$ cat config.mk
export PLATFORM = sky130hd
export DESIGN_NAME = l2_port_arbiter
export DESIGN_NICKNAME = d
export VERILOG_FILES = /design/src/rtl/l2_port_arbiter.sv
export SDC_FILE = /design/constraint.sdc
export NUM_CORES = 1
export LEC_CHECK = 0
export BUFFER_PORTS_ARGS = -buffer_cell sky130_fd_sc_hd__clkbuf_2
export CORE_UTILIZATION = 23
export CTS_CLUSTER_SIZE = 8
export DETAILED_ROUTE_END_ITERATION = 6
export GPL_TIMING_DRIVEN = 0
export PLACE_DENSITY = 0.62
export SETUP_SLACK_MARGIN = 0.05
export SYNTH_ARGS = -nofsm -noshare
export SYNTH_HDL_FRONTEND = slang
export SYNTH_SLANG_ARGS = --single-unit
$ cat constraint.sdc
create_clock -name clk -period 3.8 [get_ports clk]
set_input_delay 0.38 -clock clk [delete_from_list [all_inputs] [get_ports clk]]
set_output_delay 0.38 -clock clk [all_outputs]
set_load 0.02 [all_outputs]
$ cat src/rtl/l2_port_arbiter.sv
// Round-robin arbiter sharing the L2 word port between the I-side and D-side L1s.
// Latency: zero added cycles; the port mux is combinational, so an L2 hit completes in the request cycle.
// Backpressure: l2_stall locks the grant to the selected side; the unselected requester sees stall = 1.
module l2_port_arbiter #(
  parameter int ADDR_W      = 30,
  parameter int DATA_W      = 32,
  parameter int INIT_PRIO_D = 0,
  parameter int CNT_W       = 16
) (
  input  logic              clk,
  input  logic              proc_reset,
  input  logic              i_read,
  input  logic [ADDR_W-1:0] i_addr,
  output logic [DATA_W-1:0] i_rdata,
  output logic              i_stall,
  input  logic              d_read,
  input  logic              d_write,
  input  logic [ADDR_W-1:0] d_addr,
  input  logic [DATA_W-1:0] d_wdata,
  output logic [DATA_W-1:0] d_rdata,
  output logic              d_stall,
  output logic              l2_read,
  output logic              l2_write,
  output logic [ADDR_W-1:0] l2_addr,
  output logic [DATA_W-1:0] l2_wdata,
  input  logic [DATA_W-1:0] l2_rdata,
  input  logic              l2_stall,
  output logic [CNT_W-1:0]  i_wait_cnt,
  output logic [CNT_W-1:0]  d_wait_cnt
);

  typedef enum logic [1:0] {
    OWN_NONE = 2'd0,
    OWN_I    = 2'd1,
    OWN_D    = 2'd2
  } owner_e;

  localparam logic [CNT_W-1:0] CNT_MAX = '1;

  owner_e           owner_q, owner_d;
  logic             prio_q, prio_d;       // 1 = D-side wins the next contention
  logic [CNT_W-1:0] i_wait_cnt_q, i_wait_cnt_d;
  logic [CNT_W-1:0] d_wait_cnt_q, d_wait_cnt_d;

  logic req_i, req_d;
  logic sel_vld, sel_is_d;

  assign req_i = i_read;
  assign req_d = d_read | d_write;

  // Pick the requester that drives the port this cycle; a locked owner whose request
  // has dropped selects nobody so nothing stray reaches the L2.
  always_comb begin
    sel_vld  = 1'b0;
    sel_is_d = 1'b0;
    case (owner_q)
      OWN_I: begin
        sel_vld  = req_i;
        sel_is_d = 1'b0;
      end
      OWN_D: begin
        sel_vld  = req_d;
        sel_is_d = 1'b1;
      end
      default: begin
        if (req_i && req_d) begin
          sel_vld  = 1'b1;
          sel_is_d = prio_q;
        end else if (req_d) begin
          sel_vld  = 1'b1;
          sel_is_d = 1'b1;
        end else if (req_i) begin
          sel_vld  = 1'b1;
          sel_is_d = 1'b0;
        end
      end
    endcase
  end

  // Next owner/priority: lock on stall, release and hand priority to the other side on completion.
  always_comb begin
    owner_d = OWN_NONE;
    prio_d  = prio_q;
    if (sel_vld) begin
      if (l2_stall) begin
        owner_d = sel_is_d ? OWN_D : OWN_I;
      end else begin
        prio_d = ~sel_is_d;
      end
    end
  end

  // Saturating wait counters advance on every stalled cycle seen by each side.
  always_comb begin
    i_wait_cnt_d = i_wait_cnt_q;
    d_wait_cnt_d = d_wait_cnt_q;
    if (i_stall && (i_wait_cnt_q != CNT_MAX)) begin
      i_wait_cnt_d = i_wait_cnt_q + CNT_W'(1);
    end
    if (d_stall && (d_wait_cnt_q != CNT_MAX)) begin
      d_wait_cnt_d = d_wait_cnt_q + CNT_W'(1);
    end
  end

  // State register with synchronous reset shared with the L2.
  always_ff @(posedge clk) begin
    if (proc_reset) begin
      owner_q      <= OWN_NONE;
      prio_q       <= (INIT_PRIO_D != 0);
      i_wait_cnt_q <= '0;
      d_wait_cnt_q <= '0;
    end else begin
      owner_q      <= owner_d;
      prio_q       <= prio_d;
      i_wait_cnt_q <= i_wait_cnt_d;
      d_wait_cnt_q <= d_wait_cnt_d;
    end
  end

  // Port mux plus per-side stall/rdata steering; unselected requesters are held off.
  always_comb begin
    l2_read  = 1'b0;
    l2_write = 1'b0;
    l2_addr  = '0;
    l2_wdata = '0;
    i_stall  = 1'b0;
    i_rdata  = '0;
    d_stall  = 1'b0;
    d_rdata  = '0;
    if (sel_vld && !sel_is_d) begin
      l2_read = i_read;
      l2_addr = i_addr;
      i_stall = l2_stall;
      i_rdata = l2_rdata;
    end else if (req_i) begin
      i_stall = 1'b1;
    end
    if (sel_vld && sel_is_d) begin
      l2_read  = d_read;
      l2_write = d_write;
      l2_addr  = d_addr;
      l2_wdata = d_wdata;
      d_stall  = l2_stall;
      d_rdata  = l2_rdata;
    end else if (req_d) begin
      d_stall = 1'b1;
    end
  end

  assign i_wait_cnt = i_wait_cnt_q;
  assign d_wait_cnt = d_wait_cnt_q;

endmodule

==> impl_metrics.csv <==
group,metric,value,unit
sta,max_slew_margin,60.8,%
sta,period_needed,3.17,ns
synth,synthMuxAreaShare,2.22,%
clock_network,cts_root_buf,"clkbuf_16",
sta,rsz0062_at_grt,"false",
synth,yosysWarnings,0,
worst_setup_path,path_cells,"inv_1, ha_1, nand2b_1, o21a_1, buf_2, nor2_1, clkbuf_1, clkbuf_1, and2_1, clkbuf_2",
placed_design,place_area,4600,sq um
sta,finalSetupTns,0,ns
clock_network,clock-sinks,35,
synth,netlist_area,2930,sq um
global_route,grt_util_all_layers,21.3,%
route,via_per_inst,4.57,
finish,fillers,1358,
worst_setup_path,reg2reg_from,"owner_q[0]$_SDFF_PP0_",
synth,synthesis.nets,561,
power_and_ir_drop,power_density,343,nW/um^2
placed_design,gp_congestion,0.830,
worst_setup_path,critical-path-top-delay-family,"buffers and inverters",
worst_setup_path,rr_endpoint,"d_wait_cnt[1]$_SDFFE_PP0P_",
route,routedWlPerCell,17.0,um
synth,synth_xor_area_share,0.598,%
floorplan,die_area,13200,sq um
finish,layout-drive-gt1-share,43.6,%
synth,synth-seq-cells,35,
power_and_ir_drop,ir_drop,0.000201,V
route,drt_wl_total,15200,um
global_route,overflow,0,
global_route,grt_pass1_wl,20700,um
synth,synth-edff-count,0,
worst_setup_path,crit_slowest_cell,"clkbuf_1",
synth,synth_cell_type_count,44,
sta,worstMarginPinSlew,0.586,ns
clock_network,htreeDepth,2,
worst_setup_path,crit_path_end_kind,"output port",
clock_network,cts_buffers,5,
global_route,grt_max_degree,11,
finish,diodes,0,
synth,synthAdderAreaFrac,1.71,%
worst_setup_path,cp_data_arrival_time,2.79,ns
worst_setup_path,path_class,"flip-flop to output port",
finish,fin_nets,859,
route,num_vias,4077,
worst_setup_path,r2r_slack,1.42,ns
sta,finalSetupViolCount,0,
worst_setup_path,crit_end,"l2_wdata[29]",
worst_setup_path,cp_num_cells,10,
synth,yosysMostFrequentCell,"and2_1",
synth,async_reset_ff_share,0,%
run,cap_violations,0,
global_route,antenna_found_initial,0,
power_and_ir_drop,p_leak,2.37,nW
worst_setup_path,r2r_cells,9,
synth,syn_avg_cell_area,6.87,sq um
clock_network,cts_resized,0,
global_route,grt_pass1_vias,3403,
route,antenna_left,0,
worst_setup_path,cp-startpoint,"owner_q[0]$_SDFF_PP0_",
worst_setup_path,worstPathMaxFanout,10,
clock_network,cts_tree,"done",
sta,skew,0.00485,ns
floorplan,io_pins,292,
synth,synth_top_family_by_area,"simple AND/OR/NAND/NOR gates",
clock_network,holdBufCountCts,0,
floorplan,fp.dieH,115,um
floorplan,num_rows,40,
sta,hold_viol,0,
min_path,hp-class,"input port to flip-flop",
placed_design,hpwl,13000,um
synth,synth_top_area_cell,"dfxtp_1",
sta,hold_slack,0.461,ns
finish,fin_area,4740,sq um
worst_setup_path,cp_num_buf_inv,5,
placed_design,place_inst,886,
synth,netlist_top_cells_area,"dfxtp_1 24%, and2_1 21%, a21oi_1 9.2%",
sta,min_period_over_period,83.4,%
synth,synth_compound_area_share,21.7,%
floorplan,die_x,115,um
clock_network,post_cts_buffers,0,
clock_network,cts.path.max_buffers,2,
floorplan,core_area,12200,sq um
power_and_ir_drop,power.total,1.63,mW
finish,stdcell_count,893,
clock_network,clk_pin_slew,0.05,ns
synth,syn_inst,427,
worst_setup_path,crit_path_frequent_cell,"clkbuf_1",
synth,synth_top_area_share,23.9,%
route,drt_iter0_drc,233,
route,first_pass_iters,4,
worst_setup_path,cp_slowest_stage_delay,0.35,ns
synth,synth_flop_cell,"dfxtp_1",
worst_setup_path,startpoint_type,"flip-flop",
sta,max_freq,316,MHz
placed_design,io_buffers,291,
synth,synth_common_cells,"97 x and2_1, 72 x nand2_1, 54 x a21oi_1, 35 x dfxtp_1, 23 x clkbuf_1",
status,status,"finished clean",
clock_network,worstSkewPairLatency,0.28,ns
sta,finalMaxSlewViolations,0,
worst_setup_path,required,3.42,ns
floorplan,start_util,24.0,%
finish,area_growth,61.8,%
synth,seq_area_frac_synth,23.9,%
synth,synthSimpleGateAreaFrac,44.8,%
route,drcViolationCount,0,
[placed cells by master (no fill, tap or decap), types with 2 or more instances in the layout]
master / instances
clkbuf_2: 291
and2_1: 97
nand2_1: 72
a21oi_1: 54
dfxtp_1: 35
clkbuf_1: 23
nor2_1: 19
nand3_1: 12
or3_1: 12
inv_1: 11
or4_1: 11
o21ai_0: 8
o31ai_1: 7
o21ai_1: 6
nor2b_1: 5
and4_1: 5
clkbuf_16: 5
o21a_1: 4
nand4_1: 4
ha_1: 4
or2_2: 3
o41ai_1: 3
buf_2: 2
o221ai_2: 2
xor2_1: 2
mux2_1: 2
nor3_1: 2
mux2_2: 2
nor4_1: 2
mux2i_1: 2
[worst min-delay path by stage]
stage                        startpoint                     endpoint  slack [ns]  cells past startpoint
floorplan           prio_q$_SDFFE_PP0P_          prio_q$_SDFFE_PP0P_        0.45                      2
global placement    prio_q$_SDFFE_PP0P_          prio_q$_SDFFE_PP0P_        0.46                      2
detailed placement  prio_q$_SDFFE_PP0P_          prio_q$_SDFFE_PP0P_        0.47                      2
CTS                          proc_reset  d_wait_cnt[13]$_SDFFE_PP0P_        0.46                      3
global route                 proc_reset  d_wait_cnt[13]$_SDFFE_PP0P_        0.49                      3
finish                       proc_reset  d_wait_cnt[13]$_SDFFE_PP0P_        0.46                      3
[state kept, by name (all words and copies together) (netlist names)]
name / count
d_wait_cnt: 16
i_wait_cnt: 16
prio_q: 1
owner_q: 2
[per-layer routing]
layer | global-route usage, % | part of all wire (%) | up-vias
met1 | 30.2 | 46 | 1804
li1 | - | - | 2059
met5 | 0 | 0 | -
met3 | 10.9 | 14 | 15
met2 | 27.8 | 39 | 199
met4 | 5.19 | 1.8 | 0
[tightest hold or removal path, delay by kind of cell]
kind                   cells  cell delay [ns]
buffers and inverters      1             0.10
muxes                      1             0.12
and+or+nand+nor            1             0.10
[report_power, final]
group | switching, mW | leakage, nW | internal (mW)
Sequential | 0.0121 | 0.283 | 0.377
Combinational | 0.558 | 2.01 | 0.279
Clock | 0.147 | 0.0727 | 0.256
[metrics by stage]
stage	util, %	worst slack (ns)
2_1_floorplan	-	1.48
3_3_place_gp	37.7	0.882
3_5_place_dp	37.7	0.905
4_1_cts	38.8	0.602
5_1_grt	38.8	0.376
6_report	38.8	0.631
[final cells by class]
class | instances | area, sq um | area share [%]
Buffer | 27 | 108 | 2.27
Clock buffer | 6 | 139 | 2.93
Clock inverter | 1 | 5.00 | 0.106
Inverter | 11 | 41.3 | 0.871
Multi-Input combinational cell | 354 | 2080 | 43.9
Sequential cell | 35 | 701 | 14.8
Tap cell | 168 | 210 | 4.43
Timing Repair Buffer | 291 | 1460 | 30.7
[cell families (layout without fill, tap and decap cells)]
| group | count (synthesis) | count (layout) |
|---|---|---|
| DFF | 35 | 35 |
| buffers and inverters | 38 | 336 |
| adders and majority gates | 4 | 4 |
| and+or+nand+nor | 245 | 245 |
| muxes | 6 | 6 |
| AOI/OAI and AO/OA | 97 | 97 |
| xor gates and xnor gates | 2 | 2 |
Power figures use the tool's default switching activity.
